## config.mk

```make
export PLATFORM = sky130hd
export DESIGN_NAME = countdown_timer_flat
export DESIGN_NICKNAME = d
export VERILOG_FILES = /design/src/rtl/countdown_timer_if.sv /design/src/rtl/countdown_timer.sv /design/src/flat_wrapper.sv
export SDC_FILE = /design/constraint.sdc
export NUM_CORES = 1
export LEC_CHECK = 0
export ABC_AREA = 1
export CORE_MARGIN = 10
export CORE_UTILIZATION = 51
export DETAILED_ROUTE_END_ITERATION = 6
export PLACE_DENSITY = 0.83
export SYNTH_ARGS = -nofsm -noshare
export SYNTH_HDL_FRONTEND = slang
export SYNTH_SLANG_ARGS = --single-unit
```

## constraint.sdc

```tcl
create_clock -name clk_1hz -period 3.3 [get_ports clk_1hz]
set_input_delay 0.66 -clock clk_1hz [delete_from_list [all_inputs] [get_ports clk_1hz]]
set_output_delay 0.66 -clock clk_1hz [all_outputs]
set_load 0.005 [all_outputs]
```

## src/rtl/countdown_timer_if.sv

```systemverilog
// Switch/LED/hexdigit bundle between the countdown timer and the board I/O.
interface countdown_timer_if;
   logic [9:0] stswi;
   logic [9:0] stled;
   logic [4:0] data_0;
   logic [4:0] data_1;
   logic [4:0] data_2;
   logic [4:0] data_3;
   logic       dp;
   logic       done;

   modport master (
      output stswi,
      input  stled, data_0, data_1, data_2, data_3, dp, done
   );

   modport slave (
      input  stswi,
      output stled, data_0, data_1, data_2, data_3, dp, done
   );
endinterface

```

## src/rtl/countdown_timer.sv

```systemverilog
// MM:SS countdown timer: switch-loaded preset, one-second BCD decrement, expiry
// blink on the hexdigits. Display outputs decode straight from the registers.
module countdown_timer #(
   parameter logic [5:0] MAX_MIN   = 6'd59,
   parameter logic [4:0] IDLE_CODE = 5'd18,
   parameter logic [4:0] EXP_CODE  = 5'd17,
   parameter logic [4:0] OFF_CODE  = 5'd20
) (
   input  logic               clk_1hz,
   input  logic               rst,
   countdown_timer_if.slave   bus
);

   typedef enum logic [2:0] {
      S_IDLE    = 3'd0,
      S_LOADED  = 3'd1,
      S_RUN     = 3'd2,
      S_PAUSE   = 3'd3,
      S_EXPIRED = 3'd4
   } state_t;

   state_t     state, state_n;
   logic [3:0] sec_ones, sec_tens, min_ones, min_tens;
   logic [3:0] sec_ones_n, sec_tens_n, min_ones_n, min_tens_n;
   logic       phase, phase_n;

   logic       load, run;
   logic [5:0] preset;
   logic [3:0] pre_tens, pre_ones;
   logic       is_zero, is_one;

   assign load = bus.stswi[9];
   assign run  = bus.stswi[8];

   // Clamp the minutes preset and split it into BCD tens/ones.
   assign preset   = (bus.stswi[5:0] > MAX_MIN) ? MAX_MIN : bus.stswi[5:0];
   assign pre_tens = 4'(preset / 6'd10);
   assign pre_ones = 4'(preset % 6'd10);

   assign is_zero = (min_tens == 4'd0) && (min_ones == 4'd0) &&
                    (sec_tens == 4'd0) && (sec_ones == 4'd0);
   assign is_one  = (min_tens == 4'd0) && (min_ones == 4'd0) &&
                    (sec_tens == 4'd0) && (sec_ones == 4'd1);

   always_ff @(posedge clk_1hz or negedge rst) begin
      if (!rst) begin
         state    <= S_IDLE;
         sec_ones <= 4'd0;
         sec_tens <= 4'd0;
         min_ones <= 4'd0;
         min_tens <= 4'd0;
         phase    <= 1'b0;
      end else begin
         state    <= state_n;
         sec_ones <= sec_ones_n;
         sec_tens <= sec_tens_n;
         min_ones <= min_ones_n;
         min_tens <= min_tens_n;
         phase    <= phase_n;
      end
   end

   always_comb begin
      state_n    = state;
      sec_ones_n = sec_ones;
      sec_tens_n = sec_tens;
      min_ones_n = min_ones;
      min_tens_n = min_tens;
      phase_n    = 1'b0;

      if (load) begin
         state_n    = S_LOADED;
         min_tens_n = pre_tens;
         min_ones_n = pre_ones;
         sec_tens_n = 4'd0;
         sec_ones_n = 4'd0;
      end else begin
         case (state)
            S_IDLE: ;
            S_LOADED: if (run) state_n = is_zero ? S_EXPIRED : S_RUN;
            S_RUN: begin
               if (!run) begin
                  state_n = S_PAUSE;
               end else if (is_zero) begin
                  state_n = S_EXPIRED;
               end else begin
                  // BCD borrow chain, seconds up through minutes tens
                  if (sec_ones != 4'd0) begin
                     sec_ones_n = sec_ones - 4'd1;
                  end else begin
                     sec_ones_n = 4'd9;
                     if (sec_tens != 4'd0) begin
                        sec_tens_n = sec_tens - 4'd1;
                     end else begin
                        sec_tens_n = 4'd5;
                        if (min_ones != 4'd0) begin
                           min_ones_n = min_ones - 4'd1;
                        end else begin
                           min_ones_n = 4'd9;
                           min_tens_n = min_tens - 4'd1;
                        end
                     end
                  end
                  if (is_one) state_n = S_EXPIRED;
               end
            end
            S_PAUSE:   if (run) state_n = S_RUN;
            S_EXPIRED: ;
            default:   state_n = S_IDLE;
         endcase
      end

      // Phase only advances while the display is live-counting or blinking.
      if ((state_n == S_RUN) || (state_n == S_EXPIRED)) phase_n = ~phase;
   end

   always_comb begin
      bus.data_0 = IDLE_CODE;
      bus.data_1 = IDLE_CODE;
      bus.data_2 = IDLE_CODE;
      bus.data_3 = IDLE_CODE;
      bus.dp     = 1'b0;
      bus.done   = 1'b0;
      bus.stled  = 10'b0000000001;

      case (state)
         S_LOADED, S_RUN, S_PAUSE: begin
            bus.data_0 = {1'b0, sec_ones};
            bus.data_1 = {1'b0, sec_tens};
            bus.data_2 = {1'b0, min_ones};
            bus.data_3 = {1'b0, min_tens};
         end
         S_EXPIRED: begin
            bus.data_0 = phase ? EXP_CODE : OFF_CODE;
            bus.data_1 = phase ? EXP_CODE : OFF_CODE;
            bus.data_2 = phase ? EXP_CODE : OFF_CODE;
            bus.data_3 = phase ? EXP_CODE : OFF_CODE;
            bus.done   = 1'b1;
         end
         default: ;
      endcase

      case (state)
         S_LOADED:  bus.stled = 10'b0000000010;
         S_RUN:     begin bus.stled = 10'b0000000100; bus.dp = phase; end
         S_PAUSE:   begin bus.stled = 10'b0000001000; bus.dp = 1'b1;  end
         S_EXPIRED: bus.stled = 10'b1000010000;
         default:   bus.stled = 10'b0000000001;
      endcase
   end

endmodule

```

## src/flat_wrapper.sv

```systemverilog
// flat-port wrapper written by rule: the top's interface ports become plain ports
module countdown_timer_flat 
#(
   parameter logic [5:0] MAX_MIN   = 6'd59,
   parameter logic [4:0] IDLE_CODE = 5'd18,
   parameter logic [4:0] EXP_CODE  = 5'd17,
   parameter logic [4:0] OFF_CODE  = 5'd20
)
  (clk_1hz, rst, bus_stswi, bus_stled, bus_data_0, bus_data_1, bus_data_2, bus_data_3, bus_dp, bus_done);
  countdown_timer_if bus_i ();
  input  logic clk_1hz;
  input  logic rst;
  input wire logic [$bits(bus_i.stswi)-1:0] bus_stswi;
  output wire logic [$bits(bus_i.stled)-1:0] bus_stled;
  output wire logic [$bits(bus_i.data_0)-1:0] bus_data_0;
  output wire logic [$bits(bus_i.data_1)-1:0] bus_data_1;
  output wire logic [$bits(bus_i.data_2)-1:0] bus_data_2;
  output wire logic [$bits(bus_i.data_3)-1:0] bus_data_3;
  output wire logic [$bits(bus_i.dp)-1:0] bus_dp;
  output wire logic [$bits(bus_i.done)-1:0] bus_done;
  assign bus_i.stswi = bus_stswi;
  assign bus_stled = bus_i.stled;
  assign bus_data_0 = bus_i.data_0;
  assign bus_data_1 = bus_i.data_1;
  assign bus_data_2 = bus_i.data_2;
  assign bus_data_3 = bus_i.data_3;
  assign bus_dp = bus_i.dp;
  assign bus_done = bus_i.done;
  countdown_timer #(.MAX_MIN(MAX_MIN), .IDLE_CODE(IDLE_CODE), .EXP_CODE(EXP_CODE), .OFF_CODE(OFF_CODE)) u_core (.clk_1hz(clk_1hz), .rst(rst), .bus(bus_i));
endmodule
```

======== Yosys cells after proc, flatten, opt, wreduce, memory -nomap -nowiden ========
Cells that the tools add are included.
word-level totals
  bits in registers ....................... 20
  input port bits ......................... 12
  output and inout bits ................... 32
  word-level logic and storage cells ...... 89
operators by class
  $add $sub $neg .......................... 4
  divide/modulo/power cells ............... 2
  order comparisons ....................... 1
  equality and inequality tests ........... 11
  mux-type cells .......................... 43
  bitwise operators ....................... 1
  reduce and logical (&&, ||, !) cells .... 21
operators with widths
  cell                                                  number
  2-to-1 mux 4 bit                                      25
  one-hot mux 10 bit (4 select lines)                   1
  one-hot mux 5 bit (2 select lines)                    4
  2-to-1 mux 3 bit                                      8
  logical NOT 4 bit                                     4
  subtractor 4 x 1 -> 4 bit (second input constant)     4
  one-hot mux 3 bit (4 select lines)                    1
  nonzero test 4 bit                                    3
  equality test 3 x 2 -> 1 bit (second input constant)  3
  != test 2 bit (second input constant)                 4
  divider 6 x 4 -> 6 bit (second input constant)        1
  equality test 3 bit (second input constant)           2
  > comparator 6 bit (second input constant)            1
  modulo 6 x 4 -> 6 bit (second input constant)         1
  2-to-1 mux 6 bit                                      1
  AND reduction 6 bit                                   1
  AND reduction 5 bit                                   1
  equality test 4 x 1 -> 1 bit (second input constant)  1
  logical AND 1 bit                                     4
  AND reduction 4 bit                                   1
  nonzero test 2 bit                                    2
  equality test 3 x 1 -> 1 bit (second input constant)  1
  logical NOT 3 bit                                     1
  AND reduction 3 bit                                   1
  other kinds (6)                                       7

======== Longest topological paths before layout ========
  word-level depth ........................ 12
  gate-level depth with buffers ........... 17

======== Worst setup path after synthesis ========
Ideal clock, no wire load.
  kind .................................... input -> register
  start point ............................. input bus_stswi[3]
  end point ............................... register u_core.min_ones[3]
  library setup time ...................... 0.117 ns
  arrival ................................. 2.039 ns
  setup slack ............................. 1.144 ns
  stages on the path ...................... 16
  cell sequence ........................... inv_1 -> ha_1 -> inv_1 -> nand3_1 -> nand2_4 -> nand2_2 -> nand2_2 -> nand2_1 -> and2_2 -> ha_1 -> inv_1 -> nand2_1 -> nand2_1 -> nand3_1 -> nand2_1 -> nand2_1
between the ends
  cells in the longest elaborated chain, start to end .. 4
ends and longest elaborated chain
  what                       RTL line               text
  start: declaration         flat_wrapper.sv:13     input wire logic [$bits(bus_i.stswi)-1:0] bus_stswi;
  > comparator 6 bit         countdown_timer.sv:36  assign preset = (bus.stswi[5:0] > MAX_MIN) ? MAX_MIN : bus.stswi[5:0];
  2-to-1 mux 6 bit (*)       countdown_timer.sv:36
  modulo 6 x 4 -> 6 bit (*)  countdown_timer.sv:38  assign pre_ones = 4'(preset % 6'd10);
  2-to-1 mux 4 bit (*)       countdown_timer.sv:71  if (load) begin
  end signal: assignment     countdown_timer.sv:57  min_ones <= min_ones_n;
  end: declaration           countdown_timer.sv:23  logic [3:0] sec_ones, sec_tens, min_ones, min_tens;
Every way passes the cells marked *; elsewhere a longest branch is shown, timed or not.
A chain may end at the register's enable or synchronous reset.

======== Final worst setup path ========
  start point ............................. register u_core.state[0]
  end point ............................... output bus_data_2[2]
between the ends
  cells in the longest elaborated chain, start to end .. 3
  elaborated cells between the ends (all ways) .. 6
ends and longest elaborated chain
  what                                                                          RTL line                text
  start: declaration                                                            countdown_timer.sv:22   state_t state, state_n;
  start signal: assignment                                                      countdown_timer.sv:54   state <= state_n;
  equality test 3 x 1 -> 1 bit or equality test 3 x 2 -> 1 bit (tied branches)  countdown_timer.sv:126  case (state)
  OR reduction 3 bit                                                            countdown_timer.sv:126
  one-hot mux 5 bit (2 select lines) (*)                                        countdown_timer.sv:126
  end: declaration                                                              flat_wrapper.sv:17      output wire logic [$bits(bus_i.data_2)-1:0] bus_data_2;
Marked as above.

==> flow_metrics.py <==
metrics = {
    "timing": {
        "fin_crit_sh": 0.879,
        "final-max-slew-violation-count": 0,
        "setup_viol": 0,
        "hold_viol": 0,
        "fin_skew_ps": 15.8,
        "final.setup.tns_ps": 0,
        "rsz0062_at_grt": "no",
        "max_slew_margin": 0.365,
        "max_freq_ghz": 0.345,
        "min_period_ps": 2900,
        "tightestPinTransition_ps": 949,
    },
    "drt": {
        "detail_route.wl_per_cell_um": 12.5,
        "route.detailed.drc": 0,
        "wirelength_um": 3940,
        "viasPerCell": 5.20,
        "dr_total_vias": 1643,
        "first_pass_iters": 4,
        "drtIter0Drc": 94,
        "ant_nets": 0,
    },
    "setup_path": {
        "endpoint": "bus_data_2[2]",
        "r2r_cells": 15,
        "reg2reg_slack_ps": 1180,
        "arrival_ps": 2240,
        "critPathLaunch": "u_core.state[0]$_DFF_PN0_",
        "critPathMaxStageDelay_ps": 540,
        "worstSetupEndpointType": "output pin",
        "cp_max_fo": 9,
        "r2r-start": "u_core.min_tens[0]$_DFFE_PN0P_",
        "rr_endpoint": "u_core.min_ones[3]$_DFFE_PN0P_",
        "cpMaxStageDelayCell": "clkdlybuf4s50_1",
        "cp.required_ps": 2640,
        "critical_path_class": "flip-flop to output pin",
        "startpoint_type": "flip-flop",
        "crit_chain": "nor3_2 > nand2_1 > o21ai_0 > clkdlybuf4s50_1",
    },
    "clocking": {
        "clockBufferDepth": 2,
        "root_buffer": "clkbuf_4",
        "cts_tree": "done",
        "post_cts_buffers": 0,
        "cts_htree_levels": 1,
        "numCtsBuffers": 3,
        "clk_latency_ps": 320,
        "cts.clk_slew.worst_paths_ps": 110,
        "cts-resized-gates": 0,
        "cts.sinks": 20,
        "cts_hold_buffers": 0,
    },
    "logic_synthesis": {
        "synth_top_family_by_area": "simple AND/OR/NAND/NOR gates",
        "async_flop_share": 1.00,
        "synth_compound_area_frac": 0.179,
        "synth-edff-count": 0,
        "ys_seq_area_frac": 0.313,
        "muxShareOfSynthArea": 0,
        "ys_warn_count": 0,
        "yosys.area_share.adder": 0.0313,
        "yosysTopAreaCell": "dfrtp_1",
        "synth_top_flop_cell": "dfrtp_1",
        "ys_types": 31,
        "ys_seq_elements": 20,
        "yosys.area.top_type_share": 0.313,
        "synth_xor_area_frac": 0.00548,
        "synth_area_leaders": "dfrtp_1 (31%), nand2_1 (9.9%), inv_1 (7.3%)",
        "syn_area_um2": 1600,
        "synth_area_per_cell_um2": 6.77,
        "syn_inst": 236,
        "synthSimpleGateAreaFrac": 0.334,
    },
    "place": {
        "place_area_um2": 1980,
        "io_buffers": 37,
        "globalplace.congestion": 0.867,
        "hpwl_um": 3160,
    },
    "power": {
        "ir_drop_mv": 0.191,
        "swShare": 0.415,
        "p_int_mw": 0.672,
        "clock_power_share": 0.131,
        "p_leak_nw": 0.960,
        "comb_power_share": 0.547,
        "p_sw_mw": 0.477,
        "power_frac_seq": 0.321,
        "power_density_nw_per_um2": 569,
    },
    "die": {
        "rows": 20,
        "die_area_um2": 5770,
        "ioPinCount": 44,
        "start_util": 0.528,
        "die_x_um": 76.0,
        "design.core.area_um2": 3030,
        "fp.dieH_um": 76.0,
    },
    "grt": {
        "first_global_vias": 1553,
        "grt_pass1_wl_um": 6820,
        "grt_max_degree": 21,
        "grt.total_usage": 0.137,
        "grt_antenna_before_repair": 0,
        "grt-ovfl-total": 0,
    },
    "layout": {
        "syn2layout_area_growth_pct": 26.3,
        "nFillCells": 278,
        "stdcell_area_um2": 2020,
        "nets": 289,
        "drive_above_1_share": 0.132,
        "num_antenna_cells": 0,
        "fin_util": 0.667,
    },
    "outcome": {
        "outcome": "finished, final reports clean",
    },
    "min_path": {
        "worstHoldPathType": "flip-flop to flip-flop",
    },
    "job": {
        "drv_cap": 0,
    },
}
==> routing by layer <==
metal,vias up,part of all wire,routed length (um),global-route usage
li1,829,-,-,-
met1,763,0.46,1800,0.152
met2,44,0.47,1860,0.241
met3,7,0.048,191,0.0307
met4,0,0.022,87,0.0625
met5,-,0,0,0
==> registers in the layout (all words and copies together), names as in the netlist <==
| name | cells |
|---|---|
| u_core.phase | 1 |
| u_core.min_ones | 4 |
| u_core.min_tens | 4 |
| u_core.state | 3 |
| u_core.sec_ones | 4 |
| u_core.sec_tens | 4 |
==> power by group through the flow <==
stage	clock (mW)	combinational [mW]	sequential (mW)
after floorplan	0	0.397	0.362
after global placement	0	0.612	0.371
after CTS	0.151	0.634	0.368
final	0.151	0.629	0.369
after global routing	0.160	0.712	0.378
after detailed placement	0	0.629	0.373
==> how the worst min path moves through the flow <==
stage	from	endpoint	slack, ps	depth (start not counted)
2_1_floorplan	rst	u_core.min_ones[0]$_DFFE_PN0P_	360	0
3_3_place_gp	u_core.min_tens[1]$_DFFE_PN0P_	u_core.min_tens[1]$_DFFE_PN0P_	470	2
3_5_place_dp	u_core.min_tens[1]$_DFFE_PN0P_	u_core.min_tens[1]$_DFFE_PN0P_	480	2
4_1_cts	u_core.min_tens[1]$_DFFE_PN0P_	u_core.min_tens[1]$_DFFE_PN0P_	500	2
5_1_grt	u_core.min_tens[1]$_DFFE_PN0P_	u_core.min_tens[1]$_DFFE_PN0P_	550	2
6_report	u_core.min_tens[1]$_DFFE_PN0P_	u_core.min_tens[1]$_DFFE_PN0P_	500	2
==> worst max-delay path: cells and delay by family, from the launching register on <==
| family | cells | cell delay [ps] |
|---|---|---|
| simple gates | 2 | 800 |
| compound gates | 1 | 150 |
| flops | 1 | 450 |
| buf+inv | 1 | 540 |
==> logic make-up (layout without fill, tap and decap cells) <==
family	count (synthesis)	count (layout)
other	1	4
adder cells (fa/ha/maj)	4	4
XOR/XNOR	1	1
AO/OA/AOI/OAI	52	52
buffers and inverters	48	81
flip-flops	20	20
AND/OR/NAND/NOR	110	110
==> through the flow <==
step	setup slack [ps]	hold slack [ps]	power (mW)	instances
6_report	400	500	1.15	316
3_5_place_dp	387	477	1.00	312
3_3_place_gp	460	470	0.984	312
5_1_grt	248	548	1.25	316
2_1_floorplan	1140	364	0.759	239
4_1_cts	389	505	1.15	316
==> cell usage after synthesis (2+ instances only) <==
| library cell | n |
|---|---|
| o31ai_1 | 2 |
| buf_4 | 8 |
| clkbuf_1 | 2 |
| inv_1 | 31 |
| o21ai_0 | 21 |
| dfrtp_1 | 20 |
| a21oi_1 | 17 |
| nor3_1 | 8 |
| nor2_2 | 3 |
| o21ai_2 | 2 |
| nand2_2 | 8 |
| a21boi_1 | 2 |
| nand3_1 | 16 |
| o21ai_1 | 5 |
| nor2_1 | 23 |
| inv_2 | 5 |
| nand2_1 | 42 |
| ha_1 | 4 |
| nor3_2 | 2 |
| nand2_4 | 4 |
==> layout make-up <==
cell class,instances,area [um^2],area share
tap,44,55.1,0.0273
inverter,37,139,0.0688
multi-input combinational,171,895,0.443
clock buffer,4,36.3,0.0180
timing repair buffer,40,393,0.195
sequential,20,500,0.248
==> layout by cell type (no fill, tap or decap), types with 5 or more instances in the layout <==
cell type and instances:
nand2_2 8, o21ai_1 5, nor3_1 8, nand2_1 42
dfrtp_1 20, o21ai_0 21, clkdlybuf4s50_1 37, a21oi_1 17
inv_1 31, inv_2 5, nor2_1 23, nand3_1 16
Note: power is estimated with default switching activity, not from simulation.
